--- config.mk ---
export PLATFORM = sky130hd
export DESIGN_NAME = cskip_adder_pipe_flat
export DESIGN_NICKNAME = d
export VERILOG_FILES = /design/src/rtl/cskip_adder_pipe_if.sv /design/src/rtl/cskip_adder_pipe.sv /design/src/flat_wrapper.sv
export SDC_FILE = /design/constraint.sdc
export NUM_CORES = 1
export LEC_CHECK = 0
export ABC_AREA = 1
export BUFFER_PORTS_ARGS = -buffer_cell sky130_fd_sc_hd__buf_2
export CORE_ASPECT_RATIO = 0.9
export CORE_MARGIN = 1.5
export CORE_UTILIZATION = 30
export CTS_BUF_LIST = sky130_fd_sc_hd__clkbuf_8
export CTS_CLUSTER_SIZE = 8
export DETAILED_ROUTE_END_ITERATION = 10
export SLEW_MARGIN = 20
export SYNTH_ARGS = -nofsm -noshare
export SYNTH_HDL_FRONTEND = slang
export SYNTH_SLANG_ARGS = --single-unit
--- constraint.sdc ---
create_clock -name clk -period 5 [get_ports clk]
set_input_delay 0.75 -clock clk [delete_from_list [all_inputs] [get_ports clk]]
set_output_delay 0.75 -clock clk [all_outputs]
set_load 0.01 [all_outputs]
--- src/rtl/cskip_adder_pipe_if.sv ---
// Streaming operand/result bundle for cskip_adder_pipe.
// The master is the producer and consumer environment. The slave is the adder.
interface cskip_adder_pipe_if #(
  parameter int unsigned WIDTH = 32
);
  logic             in_valid;
  logic             in_ready;
  logic [WIDTH-1:0] a;
  logic [WIDTH-1:0] b;
  logic             cin;
  logic             sub;
  logic             out_valid;
  logic             out_ready;
  logic [WIDTH-1:0] sum;
  logic             cout;
  logic             ovf;

  modport master (
    output in_valid, a, b, cin, sub, out_ready,
    input  in_ready, out_valid, sum, cout, ovf
  );

  modport slave (
    input  in_valid, a, b, cin, sub, out_ready,
    output in_ready, out_valid, sum, cout, ovf
  );
endinterface

--- src/rtl/cskip_adder_pipe.sv ---
// Pipelined carry-skip adder/subtractor with BLOCK-bit skip groups and a register after
// every STAGE_BLOCKS groups. One global advance signal stalls all stages together.
module cskip_adder_pipe #(
  parameter int unsigned WIDTH        = 32,
  parameter int unsigned BLOCK        = 4,
  parameter int unsigned STAGE_BLOCKS = 2
) (
  input logic               clk,
  input logic               rst_n,
  cskip_adder_pipe_if.slave bus
);
  localparam int unsigned NUM_BLK = WIDTH / BLOCK;
  localparam int unsigned STAGES  = (NUM_BLK + STAGE_BLOCKS - 1) / STAGE_BLOCKS;

  logic out_v;
  logic adv;

  assign adv          = ~out_v | bus.out_ready;
  assign bus.in_ready = adv;

  for (genvar k = 0; k < STAGES; k++) begin : stg
    localparam int unsigned LO = k * STAGE_BLOCKS * BLOCK;
    localparam int unsigned HI = (((k + 1) * STAGE_BLOCKS < NUM_BLK) ?
                                  (k + 1) * STAGE_BLOCKS : NUM_BLK) * BLOCK;
    localparam int unsigned NW = WIDTH - LO;
    localparam int unsigned GB = HI - LO;
    localparam int unsigned NG = GB / BLOCK;

    // a_in/b_in hold only the operand bits not yet summed; bit 0 is bit LO of the word.
    logic [NW-1:0] a_in;
    logic [NW-1:0] b_in;
    logic          c_in;
    logic          v_in;
    logic [GB-1:0] ps;
    logic [HI-1:0] s_d;
    logic [HI-1:0] s_q;
    logic          c_d;
    logic          c_q;
    logic          v_q;
    logic          cc;
    logic          pg;
    logic          rc;
    logic          x;

    if (k == 0) begin : src
      assign a_in = bus.a;
      assign b_in = bus.sub ? ~bus.b : bus.b;
      assign c_in = bus.sub | bus.cin;
      assign v_in = bus.in_valid;
      assign s_d  = ps;
    end else begin : src
      assign a_in = stg[k-1].mid.a_q;
      assign b_in = stg[k-1].mid.b_q;
      assign c_in = stg[k-1].c_q;
      assign v_in = stg[k-1].v_q;
      assign s_d  = {ps, stg[k-1].s_q};
    end

    always_comb begin
      ps = '0;
      cc = c_in;
      pg = 1'b0;
      rc = 1'b0;
      x  = 1'b0;
      for (int unsigned g = 0; g < NG; g++) begin
        pg = 1'b1;
        rc = cc;
        for (int unsigned i = 0; i < BLOCK; i++) begin
          x                 = a_in[g*BLOCK+i] ^ b_in[g*BLOCK+i];
          pg                = pg & x;
          ps[g*BLOCK+i]     = x ^ rc;
          rc                = (a_in[g*BLOCK+i] & b_in[g*BLOCK+i]) | (x & rc);
        end
        // Skip path: an all-propagate group forwards its incoming carry unchanged.
        cc = (pg & cc) | rc;
      end
      c_d = cc;
    end

    always_ff @(posedge clk or negedge rst_n) begin
      if (!rst_n) begin
        v_q <= 1'b0;
        c_q <= 1'b0;
        s_q <= '0;
      end else if (adv) begin
        v_q <= v_in;
        c_q <= c_d;
        s_q <= s_d;
      end
    end

    if (k < STAGES - 1) begin : mid
      logic [NW-GB-1:0] a_q;
      logic [NW-GB-1:0] b_q;

      always_ff @(posedge clk or negedge rst_n) begin
        if (!rst_n) begin
          a_q <= '0;
          b_q <= '0;
        end else if (adv) begin
          a_q <= a_in[NW-1:GB];
          b_q <= b_in[NW-1:GB];
        end
      end
    end

    if (k == STAGES - 1) begin : fin
      logic o_d;
      logic o_q;

      assign o_d = (a_in[NW-1] == b_in[NW-1]) & (ps[GB-1] != a_in[NW-1]);

      always_ff @(posedge clk or negedge rst_n) begin
        if (!rst_n) begin
          o_q <= 1'b0;
        end else if (adv) begin
          o_q <= o_d;
        end
      end

      assign out_v         = v_q;
      assign bus.out_valid = v_q;
      assign bus.sum       = s_q;
      assign bus.cout      = c_q;
      assign bus.ovf       = o_q;
    end
  end
endmodule

--- src/flat_wrapper.sv ---
// flat-port wrapper written by rule: the top's interface ports become plain ports
module cskip_adder_pipe_flat 
#(
  parameter int unsigned WIDTH        = 32,
  parameter int unsigned BLOCK        = 4,
  parameter int unsigned STAGE_BLOCKS = 2
)
  (clk, rst_n, bus_in_valid, bus_a, bus_b, bus_cin, bus_sub, bus_out_ready, bus_in_ready, bus_out_valid, bus_sum, bus_cout, bus_ovf);
  cskip_adder_pipe_if #(.WIDTH(WIDTH)) bus_i ();
  input logic clk;
  input logic rst_n;
  input wire logic [$bits(bus_i.in_valid)-1:0] bus_in_valid;
  input wire logic [$bits(bus_i.a)-1:0] bus_a;
  input wire logic [$bits(bus_i.b)-1:0] bus_b;
  input wire logic [$bits(bus_i.cin)-1:0] bus_cin;
  input wire logic [$bits(bus_i.sub)-1:0] bus_sub;
  input wire logic [$bits(bus_i.out_ready)-1:0] bus_out_ready;
  output wire logic [$bits(bus_i.in_ready)-1:0] bus_in_ready;
  output wire logic [$bits(bus_i.out_valid)-1:0] bus_out_valid;
  output wire logic [$bits(bus_i.sum)-1:0] bus_sum;
  output wire logic [$bits(bus_i.cout)-1:0] bus_cout;
  output wire logic [$bits(bus_i.ovf)-1:0] bus_ovf;
  assign bus_i.in_valid = bus_in_valid;
  assign bus_i.a = bus_a;
  assign bus_i.b = bus_b;
  assign bus_i.cin = bus_cin;
  assign bus_i.sub = bus_sub;
  assign bus_i.out_ready = bus_out_ready;
  assign bus_in_ready = bus_i.in_ready;
  assign bus_out_valid = bus_i.out_valid;
  assign bus_sum = bus_i.sum;
  assign bus_cout = bus_i.cout;
  assign bus_ovf = bus_i.ovf;
  cskip_adder_pipe #(.WIDTH(WIDTH), .BLOCK(BLOCK), .STAGE_BLOCKS(STAGE_BLOCKS)) u_core (.clk(clk), .rst_n(rst_n), .bus(bus_i));
endmodule
# Word level (Yosys, flattened, before mapping)
# Cells that the tools add are included.
op_classes:
  eq_ne: 2
  n_mux: 1
  bitwise_logic: 205
op_table:
  columns: ["op", "count"]
  rows:
  - ["bitwise AND 1 bit", 97]
  - ["XOR 1 bit", 64]
  - ["OR 1 bit", 42]
  - ["two-way mux 32 bit", 1]
  - ["NOT 32 bit", 1]
  - ["equality test 1 bit", 1]
  - ["inequality test 1 bit", 1]
  - ["NOT 1 bit", 1]
totals:
  regBits: 185
  inputBits: 70
  out_inout_bits: 36
  word_cells: 227

# Longest topological paths before layout
# Gate-level depths: netlist of the first run.
depth:
  depth_word: 21
  mapped_depth: 18
  ltp_nobuf: 17

# Worst setup path after synthesis of the first run
# No wires, ideal clock.
synth_timing:
  path_kind: "input to register"
  startpoint: "input port bus_sub"
  endpoint: "register u_core.stg[0].s_q[7]"
  setup_ns: 0.131
  arrival_time_ns: 4.409
  required_ns: 4.869
  path_slack_ns: 0.460
  cell_stages: 18
  n_path_buf: 2
  cell_sequence: "buf_4 -> buf_4 -> xnor2_1 -> fa_1 -> fa_1 -> fa_1 -> inv_1 -> fa_1 -> inv_1 -> nand2_1 -> inv_1 -> fa_1 -> fa_1 -> fa_1 -> inv_1 -> fa_1 -> nand2_1 -> o21ai_0"
synth_via:
  elab_chain_cells: 18
  word_cells_on_any_way: 37
  classes_between: "mux (1); bitwise (36)"
synth_rtl:
  columns: ["item", "line_no", "rtl"]
  rows:
  - ["from (decl)", "flat_wrapper.sv:16", "input wire logic [$bits(bus_i.sub)-1:0] bus_sub;"]
  - ["two-way mux 32 bit", "cskip_adder_pipe.sv:47", "assign b_in = bus.sub ? ~bus.b : bus.b;"]
  - ["XOR 1 bit", "cskip_adder_pipe.sv:69", "x = a_in[g*BLOCK+i] ^ b_in[g*BLOCK+i];"]
  - ["bitwise AND 1 bit", "cskip_adder_pipe.sv:72", "rc = (a_in[g*BLOCK+i] & b_in[g*BLOCK+i]) | (x & rc);"]
  - ["OR 1 bit", "cskip_adder_pipe.sv:72", null]
  - ["bitwise AND 1 bit", "cskip_adder_pipe.sv:72", null]
  - ["OR 1 bit", "cskip_adder_pipe.sv:72", null]
  - ["bitwise AND 1 bit", "cskip_adder_pipe.sv:72", null]
  - ["OR 1 bit", "cskip_adder_pipe.sv:72", null]
  - ["(+3 left out)", null, null]
  - ["bitwise AND 1 bit", "cskip_adder_pipe.sv:72", null]
  - ["OR 1 bit", "cskip_adder_pipe.sv:72", null]
  - ["bitwise AND 1 bit", "cskip_adder_pipe.sv:72", null]
  - ["OR 1 bit", "cskip_adder_pipe.sv:72", null]
  - ["bitwise AND 1 bit", "cskip_adder_pipe.sv:72", null]
  - ["OR 1 bit", "cskip_adder_pipe.sv:72", null]
  - ["XOR 1 bit *", "cskip_adder_pipe.sv:71", "ps[g*BLOCK+i] = x ^ rc;"]
  - ["via u_core.stg[0].ps[7]", "cskip_adder_pipe.sv:34", "logic [GB-1:0] ps;"]
  - ["to (signal assigned)", "cskip_adder_pipe.sv:84", "s_q <= '0;"]
  - ["to (signal assigned)", "cskip_adder_pipe.sv:88", "s_q <= s_d;"]
  - ["to (decl)", "cskip_adder_pipe.sv:36", "logic [HI-1:0] s_q;"]
# Mark *: on every way through the listed nets, which the timed path passes. The rest lies on a longest branch.
# A chain may end at the register's enable or synchronous reset.

# Worst setup path after layout of the first run
layout_timing:
  startpoint: "register u_core.stg[2].mid.b_q[0]"
  endpoint: "register u_core.stg[3].fin.o_q (netlist: u_core.bus.ovf)"
layout_via:
  elab_chain_cells: 19
  word_cells_on_any_way: 24
  classes_between: "eq/ne (1); bitwise (23)"
layout_rtl:
  columns: ["item", "line_no", "rtl"]
  rows:
  - ["from (decl)", "cskip_adder_pipe.sv:94", "logic [NW-GB-1:0] b_q;"]
  - ["from (signal assigned)", "cskip_adder_pipe.sv:102", "b_q <= b_in[NW-1:GB];"]
  - ["XOR 1 bit", "cskip_adder_pipe.sv:69", null]
  - ["bitwise AND 1 bit", "cskip_adder_pipe.sv:72", null]
  - ["OR 1 bit", "cskip_adder_pipe.sv:72", null]
  - ["bitwise AND 1 bit", "cskip_adder_pipe.sv:72", null]
  - ["OR 1 bit", "cskip_adder_pipe.sv:72", null]
  - ["bitwise AND 1 bit", "cskip_adder_pipe.sv:72", null]
  - ["OR 1 bit", "cskip_adder_pipe.sv:72", null]
  - ["bitwise AND 1 bit", "cskip_adder_pipe.sv:72", null]
  - ["(+3 left out)", null, null]
  - ["OR 1 bit *", "cskip_adder_pipe.sv:72", null]
  - ["bitwise AND 1 bit *", "cskip_adder_pipe.sv:72", null]
  - ["OR 1 bit *", "cskip_adder_pipe.sv:72", null]
  - ["bitwise AND 1 bit *", "cskip_adder_pipe.sv:72", null]
  - ["OR 1 bit *", "cskip_adder_pipe.sv:72", null]
  - ["XOR 1 bit *", "cskip_adder_pipe.sv:71", null]
  - ["inequality test 1 bit *", "cskip_adder_pipe.sv:111", "assign o_d = (a_in[NW-1] == b_in[NW-1]) & (ps[GB-1] != a_in[NW-1]);"]
  - ["bitwise AND 1 bit *", "cskip_adder_pipe.sv:111", null]
  - ["to (signal assigned)", "cskip_adder_pipe.sv:115", "o_q <= 1'b0;"]
  - ["to (signal assigned)", "cskip_adder_pipe.sv:117", "o_q <= o_d;"]
  - ["to (decl)", "cskip_adder_pipe.sv:109", "logic o_q;"]
# Every way passes the cells marked *; elsewhere a longest branch is shown, timed or not.

==> results.md, run 1 <==
- Outcome: finished, final reports clean
- Clock root cell: clkbuf_8
- Total Wirelength: 18.2 mm
- Worst Setup EP: u_core.bus.ovf
- Critical path fanouts, max: 2
- Synth Area in XOR/XNOR: 3.40%
- DR iter-0 viols: 292
- Post-synthesis mux area share: 0%
- Buffers added on ports: 105
- HP Class: in2async
- Cell area after synthesis: 8510 um2
- Initial antenna violation count: 1
- Final nets: 1108
- Synth Register Bits: 185
- Yosys warnings: 0
- CTS tree: yes
- Total number of vias: 5659
- GR Util met2: 19.3%
- Sequential share of the synthesized area: 54.4%
- Post-CTS sizing: 0
- Clk Latency, worst-skew pair: 0.47 ns
- Ratio of cells with drive above 1 in the final layout: 14.9%
- Die height: 163 um
- Antenna-violating nets left: 0
- Adder-Cell Fraction of Synth Area: 12.2%
- Simple-gate share of the synthesized area: 16.9%
- H-Tree Depth: 4
- Vias per cell: 4.20
- Grt peak-use layer: met1
- Main combinational cell family by area after synthesis: simple AND/OR/NAND/NOR gates
- Initial Utilization: 30.4%
- Worst reg2reg endpoint: u_core.bus.ovf
- GP Congestion: 0.731
- Crit Path Class: reg2reg
- I/O Pins: 106
- Syn Nets: 1021
- Slowest stage delay, CP: 0.50 ns
- Compound-Gate Fraction of Synth Area: 6.32%
- Worst slew pin tran: 0.850 ns
- Synth Area per Inst: 9.59 um2
- Worst Skew: 0.0157 ns
- GRT Resource Usage Total: 13.0%
- Die area: 29400 um2
- R2R depth: 15
- CP max-delay cell: fa_1
- Clock Pin Slew Worst Setup and Hold Paths: 0.10 ns
- GR Layer Usage met1: 19.3%
- # DRC: 0
- Core Rows: 58
- DRT Pass-1 Iters: 4
- TritonCTS Buffers: 17
- P_leak: 4.94 nW
- FMAX: 231 MHz
- RSZ-0062 raised after global routing: false
- Gate Count Post-Synth: 887
- Period utilization: 86.5%
- Dpl cells: 1314
- Drt wl/cell: 13.5 um
- Startpoint Class: flip-flop
- Most frequent cells in the layout: nand2_1, dfrtp_1, buf_2
- Cell variety after synth: 20
- Largest net degree at the start of global routing: 214
- Setup violators final: 0
- Final max-slew violation count: 0
- Final Hold Fails: 0
- Synth top area share: 54.4%
- Core area: 27900 um2
- CP Capture Type: flip-flop
- Hold_buf cts: 0
- Reg-to-reg slack, setup: 0.67 ns
- Setup Buffers After CTS: 0
- Max clock buf depth: 2
- Most common cell after layout, fill and taps aside: nand2_1
- Final setup TNS: 0 ns
- Max cap viols: 0
- Chip width: 181 um
- Top cells by area, synth: dfrtp_1, nand2_1, fa_1
- Beginning of the critical path: u_core.stg[2].mid.b_q[0]
- Global Route met3 Usage: 2.64%
- Data required time of the worst path: 5.37 ns
- Fin cells: 1348
- Worst rel slew slack: 43.3%
- CTS Sinks: 185
- Synth area leader: dfrtp_1
- Crit path DAT: 4.70 ns
- PwrDens: 576 nW/um2
- Power Total: 5.57 mW
- Maximum vdd drop: 568 uV
- RR Startpoint: u_core.stg[2].mid.b_q[0]
- Vias in the first global route: 5772
- HPWL Detailed: 12.5 mm
- Global-route wire length before repair: 30.2 mm
- Min Tclk post-route: 4.33 ns
- Most frequent cell on the critical path: fa_1
- Filler instances: 2879
- Global route overflow: 0
- Area Growth Syn to Fin: 13.7%
- Crit-path cells: inv_1 -> fa_1 -> inv_1 -> fa_1 -> fa_1 -> inv_1 -> fa_1 -> o21ai_0 -> fa_1 -> fa_1 -> fa_1 -> inv_1 -> fa_1 -> xor2_1 -> o31ai_1
[cell families (layout without fill, tap and decap cells)]
family	count (synthesis)	after routing
other	0	1
xor gates and xnor gates	33	33
adders and majority gates	64	64
DFF	185	185
and+or+nand+nor	378	378
buffers and inverters	120	220
AOI/OAI and AO/OA	107	107
[stage by stage]
| stage | utilization (%) | setup WS (ns) | area [um2] | hold WS (ns) |
|---|---|---|---|---|
| floorplan | - | 0.460 | 8510 | 0.440 |
| global placement | 33.2 | 0.530 | 9260 | 0.454 |
| detailed placement | 33.2 | 0.437 | 9260 | 0.451 |
| CTS | 34.5 | 0.627 | 9640 | 0.437 |
| global route | 34.6 | 0.429 | 9670 | 0.179 |
| finish | 34.6 | 0.673 | 9670 | 0.185 |
[per-layer routing]
metal	part of all wire (%)	wire length [um]
met1	52	9500
met2	43	7910
met3	3.3	594
met4	0.95	173
met5	0	0
[flip-flops by register name (all words and copies together), names as in the netlist]
name                  cells
u_core.bus.cout           1
u_core.bus.out_valid      1
u_core.bus.ovf            1
u_core.bus.sum           32
u_core.stg.c_q            3
u_core.stg.mid.a_q       48
u_core.stg.mid.b_q       48
u_core.stg.s_q           48
u_core.stg.v_q            3
[cell type report]
| type | count | area (um2) | area share (%) |
|---|---|---|---|
| repair buffers | 112 | 619 | 6.40 |
| multi-input cells | 582 | 3300 | 34.1 |
| diodes | 1 | 2.50 | 0.0259 |
| clock buffers | 17 | 234 | 2.42 |
| flip-flops and latches | 185 | 4630 | 47.9 |
| inverters | 76 | 288 | 2.98 |
| well taps | 360 | 450 | 4.66 |
| clock inverters | 15 | 146 | 1.51 |
[power by group]
part	total [mW]	internal [mW]	switching, mW
clock	0.981	0.407	0.574
sequential	2.57	2.16	0.413
combinational	2.02	0.769	1.25
total	5.57	3.34	2.24
[synth_stat cells]
cell type,instances
nand2_1,359
dfrtp_1,185
o21ai_0,82
inv_1,75
fa_1,32
ha_1,32
xnor2_1,30
buf_4,20
o21ai_1,20
buf_2,15
nor2_1,13
clkbuf_1,5
a21oi_1,4
buf_6,4
nand3_1,3
xor2_1,3
or2_2,2
inv_2,1
nor2_4,1
o31ai_1,1
[worst max-delay path, delay by kind of cell (launching register included)]
| family | cells | cell delay [ns] |
|---|---|---|
| fa+ha+maj | 8 | 3.01 |
| xor+xnor | 1 | 0.16 |
| compound gates | 2 | 0.35 |
| flops | 1 | 0.39 |
| buf+inv | 4 | 0.34 |
[how the worst min path moves through the flow]
stage,slack [ns],cells past startpoint,from,to
detailed placement,0.45,2,u_core.stg[1].mid.b_q[12],u_core.stg[2].mid.b_q[4]
global route,0.18,1,rst_n,u_core.bus.sum[5]
floorplan,0.44,1,u_core.stg[2].v_q,u_core.bus.out_valid
CTS,0.44,3,bus_a[12],u_core.stg[0].mid.a_q[4]
global placement,0.45,2,u_core.stg[0].mid.b_q[19],u_core.stg[1].mid.b_q[11]
finish,0.18,1,rst_n,u_core.bus.sum[5]
Power figures use the tool's default switching activity.
==> run 2, diff against run 1 <==
- ABC_AREA: 1 -> 0
- TNS_END_PERCENT: default -> 5
==> run 2 against run 1 <==
- the run now ends with DRC left
- global-route usage decreased by 0.24 points
- design area shrank 0.41%
- register-to-register slack is essentially flat
- power decreased by 0.92%
- area after synthesis shrank 0.25%
- sequential cell count unchanged
- utilization fell by 0.054 points
- count of clock-buffer cells in the layout unchanged
- clock skew rose by 0.0018 ns
- worst hold slack better by 0.18 ns
- largest power group unchanged
==> results.md, run 2 <==
- Worst rel slew slack: 37.0% (-6.3 points)
- Top cells by area, synth: dfrtp_1, nand2_1, fa_1
- I/O Pins: 106 (unchanged)
- Max cap viols: 0 (unchanged)
- GRT Resource Usage Total: 12.8% (-0.24 points)
- Proportion of power drawn by combinational gates: 36.9% (+0.7 points)
- N_diodes: 0 (-1)
- Core Rows: 58 (unchanged)
- Outcome: complete, but fails checks
- Startpoint Class: flip-flop
- Crit path buffers/inverters: 4 (unchanged)
- Sequential group share of total power: 46.4% (+0.2 points)
- Die height: 163 um (-0.12%)
- Most frequent cell on the critical path: fa_1
- Cell area after synthesis: 8490 um2 (-0.25%)
- Worst slew pin tran: 0.945 ns (+0.0945 ns)
- Violated checks: DRC
- Area Growth Syn to Fin: 13.5%
- Min Tclk post-route: 4.33 ns (+0.000840 ns)
- HP Class: in2async
- Max clock buf depth: 2 (unchanged)
- Psw: 2.21 mW (-1.4%)
- Pint: 3.32 mW (-0.61%)
- Post-synth top cells: nand2_1, dfrtp_1, inv_1
- Most common cell after layout, fill and taps aside: nand2_1
- Ys async rst share: 100% (unchanged)
- H-Tree Depth: 4 (unchanged)
- Worst Skew: 0.0175 ns (+0.00180 ns)
- Chip width: 180 um (-0.12%)
- Total Wirelength: 17.5 mm (-3.9%)
- Final nets: 1112 (+0.36%)
- Vias in the first global route: 5753 (-0.33%)
- Register area: 4630 um2 (unchanged)
- GP Congestion: 0.745 (+1.9%)
- TritonCTS Buffers: 17 (unchanged)
- Data required time of the worst path: 5.36 ns (about the same)
- Clock root cell: clkbuf_8
- Slowest stage delay, CP: 0.47 ns (-0.03 ns)
- P_leak: 5.00 nW (+1.3%)
- DR iter-0 viols: 296 (+1.4%)
- Count leader, synth: nand2_1
- Clock share of power: 16.8% (-0.8 points)
- Largest net degree at the start of global routing: 125 (-42%)
- Crit path DAT: 4.69 ns (about the same)
- Most frequent cells in the layout: nand2_1, dfrtp_1, buf_2
- Net Sw Frac: 39.9% (-0.19 points)
- Total number of vias: 5594 (-1.1%)
- HPWL Detailed: 12.0 mm (-4.3%)
- Setup Buffers After CTS: 0 (unchanged)
- Worst setup margin: 0.672 ns (-0.000840 ns)
- Syn Nets: 1026 (+0.49%)
- Vias per cell: 4.14 (-1.3%)
- Dpl cells: 1319 (+0.38%)
- Post-Place Worst Slack: 0.389 ns (-0.0477 ns)
- Initial Utilization: 30.5% (about the same)
- Crit Path Class: reg2reg
- Maximum vdd drop: 295 uV (-48%)
- CP Capture Type: flip-flop
- Yosys warnings: 0 (unchanged)
- Cell variety after synth: 29 (+45%)
- Critical path fanouts, max: 3 (+1)
- CTS Sinks: 185 (unchanged)
- Post-CTS sizing: 0 (unchanged)
- DRT Pass-1 Iters: 7 (+3)
- RSZ-0062 raised after global routing: false
- Synth area leader: dfrtp_1
- PwrDens: 573 nW/um2 (-0.51%)
- Buffers added on ports: 105 (unchanged)
- Final max-slew violation count: 0 (unchanged)
- Clk Latency, worst-skew pair: 0.45 ns (-0.02 ns)
- Initial antenna violation count: 0 (-1)
- Period utilization: 86.6% (about the same)
- Top delay family on crit path: adder cells
- Hold_buf cts: 0 (unchanged)
- Biggest regs: u_core.stg.mid.a_q: 48 flops, u_core.stg.mid.b_q: 48 flops, u_core.stg.s_q: 48 flops
- Gate Count Post-Synth: 892 (+0.56%)
- Core area: 27900 um2 (-0.26%)
- Synth Register Bits: 185 (unchanged)
- Area occupied by multi-input gates: 3440 um2 (+4.1%)
- Antenna-violating nets left: 0 (unchanged)
- CTS tree: yes
- Final setup TNS: 0 ns (unchanged)
- Drt wl/cell: 12.9 um (-4.1%)
- Setup violators final: 0 (unchanged)
- Synth top area share: 54.6% (+0.14 points)
- Synth Area per Inst: 9.51 um2 (-0.81%)
- CP max-delay cell: fa_1
- Die area: 29300 um2 (-0.24%)
- Filler instances: 2951 (+2.5%)
- Number of synthesized flops with an enable pin: 0 (unchanged)
- Crit-path cells: inv_1 -> fa_1 -> inv_1 -> fa_1 -> fa_1 -> inv_1 -> fa_1 -> o21ai_0 -> fa_1 -> fa_1 -> fa_1 -> inv_1 -> fa_1 -> xor2_1 -> o31ai_1
- Final Core Density: 34.6% (-0.054 points)
- Clock Pin Slew Worst Setup and Hold Paths: 0.10 ns (about the same)
- Ys flop type: dfrtp_1
- Sequential share of the synthesized area: 54.6% (+0.14 points)
- Global-route wire length before repair: 29.9 mm (-1.0%)
- Fin cells: 1350 (+0.15%)
- Final Hold Fails: 0 (unchanged)
- FMAX: 231 MHz (about the same)
- Global route overflow: 0 (unchanged)
- # DRC: 8 (+8)
- Ratio of cells with drive above 1 in the final layout: 14.6% (-0.25 points)
==> run 2: cells by family (layout without fill, tap and decap cells) <==
group / after synthesis / count (layout) / synth area share, %
DFF: 185 / 185 / 54.6
and+or+nand+nor: 455 / 455 / 20.6
xor gates and xnor gates: 33 / 33 / 3.41
buffers and inverters: 90 / 188 / 4.98
AOI/OAI and AO/OA: 65 / 65 / 4.14
adders and majority gates: 64 / 64 / 12.3
==> run 2: stage by stage <==
step / hold WS, ns / cell area (um2) / power (mW)
CTS: 0.393 / 9630 / 5.64
global placement: 0.445 / 9280 / 4.61
finish: 0.367 / 9630 / 5.52
floorplan: 0.430 / 8490 / 3.98
global route: 0.408 / 9630 / 6.11
detailed placement: 0.452 / 9280 / 4.69
==> run 2: power groups by stage <==
stage,clock network (mW),logic [mW],registers (mW)
after detailed placement,0,2.09,2.60
after global placement,0,2.04,2.57
final,0.925,2.04,2.56
after floorplan,0,1.41,2.57
after global routing,1.03,2.42,2.66
after CTS,0.972,2.10,2.57
==> run 2: cell type report <==
type / count / share of cell area [%]
timing repair buffer: 112 / 6.09
multi-input combinational: 617 / 35.7
clock inverter: 14 / 1.25
inverter: 45 / 1.81
tap: 360 / 4.68
clock buffer: 17 / 2.43
sequential: 185 / 48.1
==> run 2: final timing paths <==
path | end | cells past startpoint | slack (ns) | start
max | u_core.bus.ovf | 15 | 0.67 | u_core.stg[2].c_q
min | u_core.bus.sum[6] | 1 | 0.37 | rst_n
max reg2reg | u_core.bus.ovf | 15 | 0.67 | u_core.stg[2].c_q
min reg2reg | u_core.stg[2].v_q | 2 | 0.46 | u_core.stg[2].v_q
max in group asynchronous | u_core.stg[0].v_q | 2 | 3.52 | rst_n
min in group clk | u_core.stg[2].v_q | 2 | 0.46 | u_core.stg[2].v_q
==> run 2: routing by layer <==
layer / share of wire [%] / GRT usage (%) / vias up / wire (um)
met3: 3.4 / 2.39 / 8 / 588
met5: 0 / 0 / - / 0
li1: - / - / 2894 / -
met2: 41 / 18.6 / 75 / 7170
met4: 0.85 / 3.09 / 0 / 149
met1: 55 / 19.4 / 2617 / 9550
==> run 2: worst register-to-register path: stages, from the launching register on <==
cell and delay (ns):
dfrtp_1 0.39, inv_1 0.12, fa_1 0.19, inv_1 0.06, fa_1 0.46, fa_1 0.43, inv_1 0.09, fa_1 0.19
o21ai_0 0.14, fa_1 0.47, fa_1 0.46, fa_1 0.42, inv_1 0.08, fa_1 0.42, xor2_1 0.16, o31ai_1 0.19
